**src/rtl/mem_monitor_pkg.sv**
```systemverilog
// mem_monitor_pkg: shared state type, status encodings and counter width
// for the mem_write_monitor store checker and its store log.
package mem_monitor_pkg;

    // Width of the store and cycle counters.
    localparam int CNT_W = 16;

    // Monitor FSM states; everything except S_RUN is terminal until reset.
    typedef enum logic [1:0] {
        S_RUN,
        S_PASS,
        S_FAIL,
        S_TIMEOUT
    } monitorState_e;

    // Encodings presented on the status output.
    localparam logic [1:0] ST_RUNNING = 2'b00;
    localparam logic [1:0] ST_PASS    = 2'b01;
    localparam logic [1:0] ST_FAIL    = 2'b10;
    localparam logic [1:0] ST_TIMEOUT = 2'b11;

endpackage

```
**src/rtl/store_log_buf.sv**
```systemverilog
// store_log_buf: circular log of {address, data, valid} for recent stores.
// Writes land at the write pointer, which then advances and wraps, so the
// oldest entry is overwritten. Reads are combinational and relative to the
// newest entry (rdIdx 0 = most recent store). Entries that have never been
// written since reset read back as all zeros.
module store_log_buf #(
    parameter int DEPTH = 8,
    parameter int IDX_W = $clog2(DEPTH)
) (
    input  logic             clk,
    input  logic             reset,
    input  logic             wrEn,
    input  logic [31:0]      wrAdr,
    input  logic [31:0]      wrData,
    input  logic [IDX_W-1:0] rdIdx,
    output logic [31:0]      rdAdr,
    output logic [31:0]      rdData,
    output logic             rdValid
);

    logic [31:0]      adrMem  [DEPTH];
    logic [31:0]      dataMem [DEPTH];
    logic [DEPTH-1:0] validBits;
    logic [IDX_W-1:0] wrPtr;
    logic [IDX_W-1:0] rdPtr;

    // Write pointer and valid bits are the only state that needs clearing on reset.
    always_ff @(posedge clk) begin
        if (reset) begin
            wrPtr     <= '0;
            validBits <= '0;
        end else if (wrEn) begin
            validBits[wrPtr] <= 1'b1;
            wrPtr            <= wrPtr + IDX_W'(1);
        end
    end

    // Payload storage; stale contents are hidden by the valid bits so no reset is needed.
    always_ff @(posedge clk) begin
        if (wrEn) begin
            adrMem[wrPtr]  <= wrAdr;
            dataMem[wrPtr] <= wrData;
        end
    end

    // Map the newest-relative index onto a physical slot and gate unwritten slots to zero.
    always_comb begin
        rdPtr   = wrPtr - IDX_W'(1) - rdIdx;
        rdValid = validBits[rdPtr];
        rdAdr   = rdValid ? adrMem[rdPtr]  : 32'd0;
        rdData  = rdValid ? dataMem[rdPtr] : 32'd0;
    end

endmodule

```
**src/rtl/mem_write_monitor.sv**
```systemverilog
// mem_write_monitor: watches the processor's data-memory write bus and
// latches a sticky verdict (running / pass / fail / timeout), counting
// stores and idle cycles while running.
// Optional feature: define MEM_WRITE_MONITOR_LOG_EN to build a LOG_DEPTH
// entry circular log of recent stores readable through log_rd_idx.
// Without it the log outputs are tied to zero and log_rd_idx is ignored.
module mem_write_monitor
    import mem_monitor_pkg::*;
#(
    parameter logic [31:0] PASS_ADR       = 32'd100,
    parameter logic [31:0] PASS_DATA      = 32'd25,
    parameter int          TIMEOUT_CYCLES = 500,
    parameter int          LOG_DEPTH      = 8
) (
    input  logic                         clk,
    input  logic                         reset,
    input  logic                         MemWrite,
    input  logic [31:0]                  DataAdr,
    input  logic [31:0]                  WriteData,
    output logic [1:0]                   status,
    output logic                         done,
    output logic [CNT_W-1:0]             store_count,
    output logic [CNT_W-1:0]             cycle_count,
    input  logic [$clog2(LOG_DEPTH)-1:0] log_rd_idx,
    output logic [31:0]                  log_adr,
    output logic [31:0]                  log_data,
    output logic                         log_valid
);

    localparam int              IDX_W        = $clog2(LOG_DEPTH);
    localparam logic [CNT_W-1:0] TIMEOUT_LAST = CNT_W'(TIMEOUT_CYCLES - 1);
    localparam logic [CNT_W-1:0] CNT_MAX      = {CNT_W{1'b1}};

    monitorState_e state;

    // Verdict FSM with registered status/done and the two counters; a store to
    // the pass address is checked before the timeout so it wins a same-cycle tie.
    always_ff @(posedge clk) begin
        if (reset) begin
            state       <= S_RUN;
            status      <= ST_RUNNING;
            done        <= 1'b0;
            store_count <= '0;
            cycle_count <= '0;
        end else if (state == S_RUN) begin
            if (MemWrite && (store_count != CNT_MAX)) begin
                store_count <= store_count + CNT_W'(1);
            end
            if (MemWrite && (DataAdr == PASS_ADR)) begin
                done <= 1'b1;
                if (WriteData == PASS_DATA) begin
                    state  <= S_PASS;
                    status <= ST_PASS;
                end else begin
                    state  <= S_FAIL;
                    status <= ST_FAIL;
                end
            end else if (cycle_count == TIMEOUT_LAST) begin
                state  <= S_TIMEOUT;
                status <= ST_TIMEOUT;
                done   <= 1'b1;
            end else if (!MemWrite) begin
                cycle_count <= cycle_count + CNT_W'(1);
            end
        end
    end

`ifdef MEM_WRITE_MONITOR_LOG_EN
    logic logWrEn;

    // Only stores seen while running are logged, including the deciding one.
    assign logWrEn = MemWrite && (state == S_RUN) && !reset;

    store_log_buf #(
        .DEPTH (LOG_DEPTH),
        .IDX_W (IDX_W)
    ) logBuf (
        .clk     (clk),
        .reset   (reset),
        .wrEn    (logWrEn),
        .wrAdr   (DataAdr),
        .wrData  (WriteData),
        .rdIdx   (log_rd_idx),
        .rdAdr   (log_adr),
        .rdData  (log_data),
        .rdValid (log_valid)
    );
`else
    logic unusedLogIdx;

    // No log storage in this build; the read index is deliberately consumed and dropped.
    assign unusedLogIdx = ^log_rd_idx;
    assign log_adr      = 32'd0;
    assign log_data     = 32'd0;
    assign log_valid    = 1'b0;
`endif

endmodule

```
**config.mk**
```make
export PLATFORM = sky130hd
export DESIGN_NAME = mem_write_monitor
export DESIGN_NICKNAME = d
export VERILOG_FILES = /design/src/rtl/mem_monitor_pkg.sv /design/src/rtl/store_log_buf.sv /design/src/rtl/mem_write_monitor.sv
export SDC_FILE = /design/constraint.sdc
export NUM_CORES = 1
export LEC_CHECK = 0
export ABC_AREA = 1
export CAP_MARGIN = 15
export CORE_MARGIN = 1.5
export CORE_UTILIZATION = 37
export CTS_CLUSTER_DIAMETER = 30
export DETAILED_ROUTE_END_ITERATION = 6
export GPL_TIMING_DRIVEN = 0
export PLACE_DENSITY = 0.89
export REMOVE_ABC_BUFFERS = 1
export SLEW_MARGIN = 10
export SYNTH_ARGS = -nofsm -noshare
export SYNTH_HDL_FRONTEND = slang
export SYNTH_HIERARCHICAL = 1
export SYNTH_SLANG_ARGS = --single-unit
```
**constraint.sdc**
```tcl
create_clock -name clk -period 1.9 [get_ports clk]
set_clock_uncertainty 0.15 [all_clocks]
set_input_delay 0.19 -clock clk [delete_from_list [all_inputs] [get_ports clk]]
set_output_delay 0.19 -clock clk [all_outputs]
set_load 0.01 [all_outputs]
```
### Yosys cells after proc, flatten, opt, wreduce, memory -nomap -nowiden

Cells that the tools add are included.

* register bits after elaboration: 35
* output and inout bits: 100
* logic and storage cells: 25

* reductions and logical operators: 7
* muxes and demuxes: 5
* add/sub/neg operators: 2
* bitwise logic cells: 3
* eq/ne operators: 4

Operators by type and width (number)
* $add A16 B1 Y16 const B: 2
* $eq A32 B5 Y1 const B: 1
* $eq A32 B7 Y1 const B: 1
* $eq A16 B9 Y1 const B: 1
* $ne A16 B16 Y1 const B: 1
* $mux W2: 3
* $reduce_and A2 Y1: 2
* $reduce_and A4 Y1: 1
* $not A1 Y1: 3
* $logic_and A1 B1 Y1: 2
* $logic_not A2 Y1: 1
* $mux W1: 2
* $reduce_bool A2 Y1: 1

### Logic depth before layout (Yosys ltp)

Gate-level depths: netlist of the first run.

* word-level depth: 4
* gate-level depth with buffers: 10
* depth with buffers taken out: 10

### Worst setup path before layout of the first run

OpenSTA, ideal clock, no wires.

* path kind: reg-to-reg
* start point: register store_count[0]
* end point: register store_count[0]
* arrival time: 1449 ps
* cell stages (with the launch flop): 10
* setup time: 126 ps
* period minus slack after synthesis: 1725 ps
* slack: 175 ps
* cells stage by stage: dfxtp_1 ha_1 nand3_2 nor2_4 nand4_1 nand2_2 inv_2 buf_6 o21ai_0 a21oi_1

* longest elaborated chain between the ends: 3
* elaborated cells between the ends (all ways): 4
* those cells by class: add/sub (1); eq/ne (1); reduce/logical (2)

Ends and longest elaborated chain
* start: declaration: RTL line mem_write_monitor.sv:22 `output logic [CNT_W-1:0] store_count,`
* start signal: assignment: RTL line mem_write_monitor.sv:47 `store_count <= store_count + CNT_W'(1);`
* parallel branches: the longest is 3 deep, another holds $add A16 B1 Y16

Parallel ways; which one is timed is not known.
A chain may end at the register's enable or synchronous reset.

### Worst setup path in the final report of the first run

* start point: register store_count[0]
* end point: register store_count[11]

The elaborated chain is that of the path after synthesis.

==> results of run 1 <==
[kinds of logic after synthesis]
kind of cell | Yosys count | share of synthesized area (%)
AO/OA/AOI/OAI | 31 | 6.160
buffers and inverters | 120 | 26.36
AND/OR/NAND/NOR | 235 | 39.29
XOR/XNOR | 3 | 0.9801
other | 1 | 0.1399
flip-flops | 35 | 26.13
adder cells (fa/ha/maj) | 2 | 0.9331
[area by class of cell]
cell class,instances,area (sq um)
Tap cell,96,120.1
Inverter,50,193.9
Timing Repair Buffer,106,1055
Clock buffer,6,82.58
Clock inverter,2,35.03
Fill cell,687,3173
Sequential cell,35,708.2
Multi-Input combinational cell,336,1531
Timing Repair inverter,1,7.507
[per-stage QoR]
stage / hold slack [ns] / worst slack (ns) / utilization, %
floorplan: 0.1069 / 0.1364 / -
global placement: 0.3011 / -0.2528 / 51.16
detailed placement: 0.3112 / -0.3424 / 51.16
CTS: 0.3267 / -0.02532 / 53.26
global route: 0.3478 / -0.0001321 / 54.06
finish: 0.3137 / 0.1007 / 54.06
[cell usage after synthesis]
cell      number  area share, %
nor2_1        88             12
nand2_1       70            9.8
buf_4         66             18
inv_1         47            6.6
dfxtp_1       35             26
nand3_1       30            5.6
nor3_1        20            3.7
a21oi_1       16            3.0
nand4_1       12            2.8
o21ai_0       11            2.1
inv_2          3           0.42
nand3_2        3            1.1
nor2_2         3           0.70
nor2_4         3            1.3
clkbuf_1       2           0.28
ha_1           2           0.93
nand2_2        2           0.47
xnor2_1        2           0.65
a21oi_2        1           0.33
a31oi_1        1           0.23
and2_1         1           0.23
buf_2          1           0.19
buf_6          1           0.42
conb_1         1           0.14
nand3b_1       1           0.28
nor3_2         1           0.37
nor3_4         1           0.61
o211ai_1       1           0.28
o21bai_1       1           0.28
xor2_1         1           0.33
[flip-flops by register name (all words and copies together) (netlist names)]
signal / count
cycle_count: 16
done: 1
state: 2
store_count: 16
[metal layers]
layer  up-vias  wire [microns]
li1       1439               -
met1      1311            2761
met2       124            3638
met3         7             452
met4         0              45
met5         -               0
[power by group through the flow]
| stage | logic, mW | clock network [mW] | registers (mW) |
|---|---|---|---|
| floorplan | 0.125 | 0 | 0.772 |
| global placement | 0.304 | 0 | 0.770 |
| detailed placement | 0.312 | 0 | 0.770 |
| CTS | 0.319 | 0.717 | 0.753 |
| global route | 0.359 | 0.759 | 0.757 |
| finish | 0.329 | 0.695 | 0.755 |
[final timing paths]
check / startpoint / endpoint / cells after the start / slack, ns
setup / recovery: store_count[0] / store_count[11] / 10 / 0.10
hold / removal: store_count[0] / store_count[0] / 1 / 0.31
setup reg to reg: store_count[0] / store_count[11] / 10 / 0.10
hold reg to reg: store_count[0] / store_count[0] / 1 / 0.31
[timing repair]
item	CTS	global route
setup endpoints to repair	13	27
pin swaps	1	3
endpoints found under the hold margin	0	0
resized for setup	1	17
cloned	0	1
buffers inserted	3	2
==> impl_metrics.ini, run 1 <==
[power_and_ir_drop]
clock_power_share_pct = 39.0
power-per-cell-area_mw_per_mm2 = 476.6
switching_share_pct = 24.86
power.sequential.fraction_pct = 42.4
power.internal_mw = 1.337
switchingPower_uw = 442.5
static-leakage-power_nw = 1.497
fin_total_pwr_mw = 1.780
p_comb_share_pct = 18.5
irDropWorstVdd_v = 0.0003591

[worst_setup_path]
setup.worst_path.class = reg -> reg
critPathMaxFanout = 16
timing.critical_path.cells = ha_2, nand3_2, nor2_4, nand4_1, nand2_4, inv_4, nand2_1, nand2_1, nand2_1, nor2_2
worst_ep_arrival_ns = 1.81
endpoint_kind = flip-flop
timing.critical_path.mode_cell = nand2_1
cpLargestDelayFamily = simple AND/OR/NAND/NOR gates
critPathBufInv = 1
worstSetupStartpointType = flip-flop
crit_path_max_incr_delay_ns = 0.37
critPathSlowestCell = dfxtp_4
cp.required_ns = 1.91

[timing]
fin_hold_viols = 0
finalSetupTns_ns = 0
finalSetupViolCount = 0
worst-slew-pin-transition_ns = 0.7810
drv_slew = 0
layout_worst_path_cycle_share_pct = 94.70
post-route-min-period_ns = 1.799
maxSlewHeadroom_pct = 47.85
achievable-frequency_ghz = 0.5558

[grt]
antenna_found_initial = 0
first_global_vias = 2630
gr-max-usage-layer = met2
grt.met1_usage_pct = 20.26
global_route.usage.met3_pct = 4.618
globalRoute.totalOverflow = 0
grt_use_total_pct = 17.68
grt_pass1_wl_microns = 11010
grtUsageMet2_pct = 33.38
grt_start_max_net_pins = 22

[floorplan]
design.core.area_sq_mm = 0.006907
dieHeight_microns = 88.13
chipWidth_microns = 88.13
floorplan.initialDensity_pct = 38.82
ios = 170
number_of_standard_cell_rows_in_the_floorplan = 30
die_area_sq_mm = 0.007767

[routing]
antenna_violating_nets_post_route = 0
wl_per_cell_microns = 10.91
drt_iter0_markers = 105
via_count_of_the_routed_design = 2881
drtPass1Iterations = 4
viasPerCell = 4.559
drc_errors = 0
wirelength_microns = 6898

[yosys]
ys_warn_count = 6
synth-seq-cells = 35
post_synth_inst_count = 427
netlist_area_sq_mm = 0.002681
netlist-cell-type-count = 30
yosysSeqAreaShare_pct = 26.13
synth_area_per_cell_sq_um = 6.279

[layout]
area_growth_pct = 39.24
layout-drive-gt1-share_pct = 7.276
antennaDiodeCount = 0
most-common-layout-cells = clkdlybuf4s50_1, nor2_1, nand2_1, conb_1, inv_1
final_non_filler_cell_total = 632
layout.cell_area.non_filler_sq_mm = 0.003734
finish.net_count = 607
mostFrequentLayoutCell = clkdlybuf4s50_1

[placement]
dp.cells = 618
place.gp.congestion = 0.8993
place.detailed.hpwl_microns = 5456
portBuffers = 101
placed_cell_area_sq_mm = 0.003533

[clock_tree]
worstSkewPairLatency_ns = 0.29
root_buffer = clkbuf_8
htree_levels = 2
cts.clk_slew.worst_paths_ns = 0.07
tritoncts_clock_tree = done
clock_sink_count = 35
cts.path.max_buffers = 2
hold_buffers = 0
cts_made_buffers = 5

[hold_path]
hold_path.class = reg -> reg

[status]
outcome = complete, no violations

[flow_run]
cap_violations = 0
Note: power is estimated with default switching activity, not from simulation.
==> run 2: changes to the inputs <==
--- a/config.mk
+++ b/config.mk
@@ -13,7 +13,9 @@
 export DETAILED_ROUTE_END_ITERATION = 6
 export GPL_TIMING_DRIVEN = 0
 export PLACE_DENSITY = 0.89
+export RECOVER_POWER = 25
 export REMOVE_ABC_BUFFERS = 1
+export SETUP_SLACK_MARGIN = 0.4
 export SLEW_MARGIN = 10
 export SYNTH_ARGS = -nofsm -noshare
 export SYNTH_HDL_FRONTEND = slang
==> run 2 against run 1 <==
First-iteration DRC count rose by 34%. Sequential share of layout area fell by 1.5 points. Non-clock buffer count rose by 17. Critical path depth fell by 2. Utilization rose by 5.7 points. Highest routed layer unchanged.
==> impl_metrics.ini, run 2 (synthesis results as in run 1) <==
[floorplan]
floorplan.initialDensity_pct = 38.82
die_area_sq_mm = 0.007767
chipWidth_microns = 88.13
design.core.area_sq_mm = 0.006907
dieHeight_microns = 88.13
number_of_standard_cell_rows_in_the_floorplan = 30
ios = 170

[clock_tree]
clock_sink_count = 35
htree_levels = 2
worstSkewPairLatency_ns = 0.30
root_buffer = clkbuf_8
cts.path.max_buffers = 2
cts.clk_slew.worst_paths_ns = 0.07
hold_buffers = 0
cts_made_buffers = 5
tritoncts_clock_tree = done

[worst_setup_path]
critPathSlowestCell = dfxtp_1
r2r_setup_slack_ns = 0.19
timing.critical_path.cells = ha_4, nand4_1, nor2_1, nand3_2, nand3_2, nand2_1, nand2_1, nor2_1
endpoint_kind = flip-flop
timing.rr.start = cycle_count[1]
setup.worst_path.class = reg -> reg
regToRegEndpoint = cycle_count[0]
timing.reg2reg.worst_path_depth = 8
critPathMaxFanout = 7
worstSetupStartpointType = flip-flop
cp.required_ns = 1.91
crit_path_max_incr_delay_ns = 0.47
worst_ep_arrival_ns = 1.73

[power_and_ir_drop]
power.internal_mw = 1.351
switching_share_pct = 26.02
irDropWorstVdd_v = 0.0003643
clock_power_share_pct = 38.7
power.sequential.fraction_pct = 41.4
fin_total_pwr_mw = 1.826
switchingPower_uw = 475.3
static-leakage-power_nw = 1.813
p_comb_share_pct = 19.8
power-per-cell-area_mw_per_mm2 = 442.2

[grt]
grt.met1_usage_pct = 20.71
globalRoute.totalOverflow = 0
antenna_found_initial = 0
first_global_vias = 2749
global_route.usage.met3_pct = 4.713
gr-max-usage-layer = met2
grt_start_max_net_pins = 17
grt_pass1_wl_microns = 11720
grt_use_total_pct = 18.99
grtUsageMet2_pct = 36.57

[layout]
post_layout_util_pct = 59.80
layout.cell_area.non_filler_sq_mm = 0.004130
antennaDiodeCount = 0
finish.net_count = 624
final_non_filler_cell_total = 649
most-common-layout-cells = nor2_1, nand2_1, conb_1, clkdlybuf4s50_1, inv_1
mostFrequentLayoutCell = nor2_1
layout_top_registers = cycle_count (16), store_count (16), state (2)
layout-drive-gt1-share_pct = 21.16
area_growth_pct = 54.04

[placement]
dp.cells = 618
placed_cell_area_sq_mm = 0.003533
place.gp.congestion = 0.8993
portBuffers = 101
place.detailed.hpwl_microns = 5456
pre_cts_setup_slack_ns = -0.3424

[timing]
finalSetupTns_ns = 0
post-route-min-period_ns = 1.712
achievable-frequency_ghz = 0.5841
layout_worst_path_cycle_share_pct = 90.10
layout_setup_ws_ns = 0.1880
fin_hold_ws_ns = 0.3196
drv_slew = 0
setup_repair_after_global_routing_missed_its_margin = yes
finalSetupViolCount = 0
worst-slew-pin-transition_ns = 0.5071
maxSlewHeadroom_pct = 66.20
fin_hold_viols = 0

[routing]
drtPass1Iterations = 4
wirelength_microns = 7930
antenna_violating_nets_post_route = 0
drc_errors = 0
via_count_of_the_routed_design = 3016
drt_iter0_markers = 141
viasPerCell = 4.647
wl_per_cell_microns = 12.22

[flow_run]
cap_violations = 0

[status]
outcome = complete, no violations

[hold_path]
hp-start = done
hold-path-endpoint = done
worst_hold_path.num_cells = 2
hold_path.class = reg -> reg
[run 2: changes by cell type in the layout (fill, tap and decap cells not counted), sizes merged]
cell,before,now
dlymetal6s2s,1,3
clkdlybuf4s50,100,62
dlygate4sd2,0,34
clkdlybuf4s25,0,1
buf,5,22
clkdlybuf4s15,0,1
[run 2: worst max-delay path by stage]
stage	slack, ns	to	depth (start not counted)	from
floorplan	0.14	store_count[0]	8	store_count[0]
global placement	-0.25	cycle_count[11]	4	reset
detailed placement	-0.34	store_count[0]	4	reset
CTS	0.21	store_count[12]	9	store_count[1]
global route	0.08	cycle_count[0]	8	cycle_count[1]
finish	0.19	cycle_count[0]	8	cycle_count[1]
[run 2: routing by layer]
layer	vias to the layer above	share of wire [%]
met5	-	0
met4	0	2.4
met3	24	5.5
met2	135	54
met1	1382	38
li1	1475	-
[run 2: cell type report]
| type | count | area (sq um) |
|---|---|---|
| fillers | 656 | 2776 |
| multi-input cells | 336 | 1805 |
| repair buffers | 123 | 1157 |
| flip-flops and latches | 35 | 720.7 |
| inverters | 50 | 201.4 |
| well taps | 96 | 120.1 |
| clock buffers | 6 | 82.58 |
| clock inverters | 2 | 35.03 |
| repair inverters | 1 | 7.507 |
[run 2: critical path: cells and delay by family, from the launching register on]
kind | cells | cell delay, ns
adders and majority gates | 1 | 0.22
and+or+nand+nor | 7 | 0.76
DFF | 1 | 0.47
[run 2: what timing repair did]
item	CTS	global route
setup endpoints to repair	68	32
cloned	1	0
pin swaps	14	32
gates resized for setup	92	63
setup buffers	11	11
[run 2: power groups by stage]
stage | combinational (mW) | sequential [mW] | clock (mW)
after global placement | 0.304 | 0.770 | 0
final | 0.362 | 0.757 | 0.708
after global routing | 0.394 | 0.759 | 0.763
after CTS | 0.336 | 0.755 | 0.717
after floorplan | 0.125 | 0.772 | 0
after detailed placement | 0.312 | 0.770 | 0
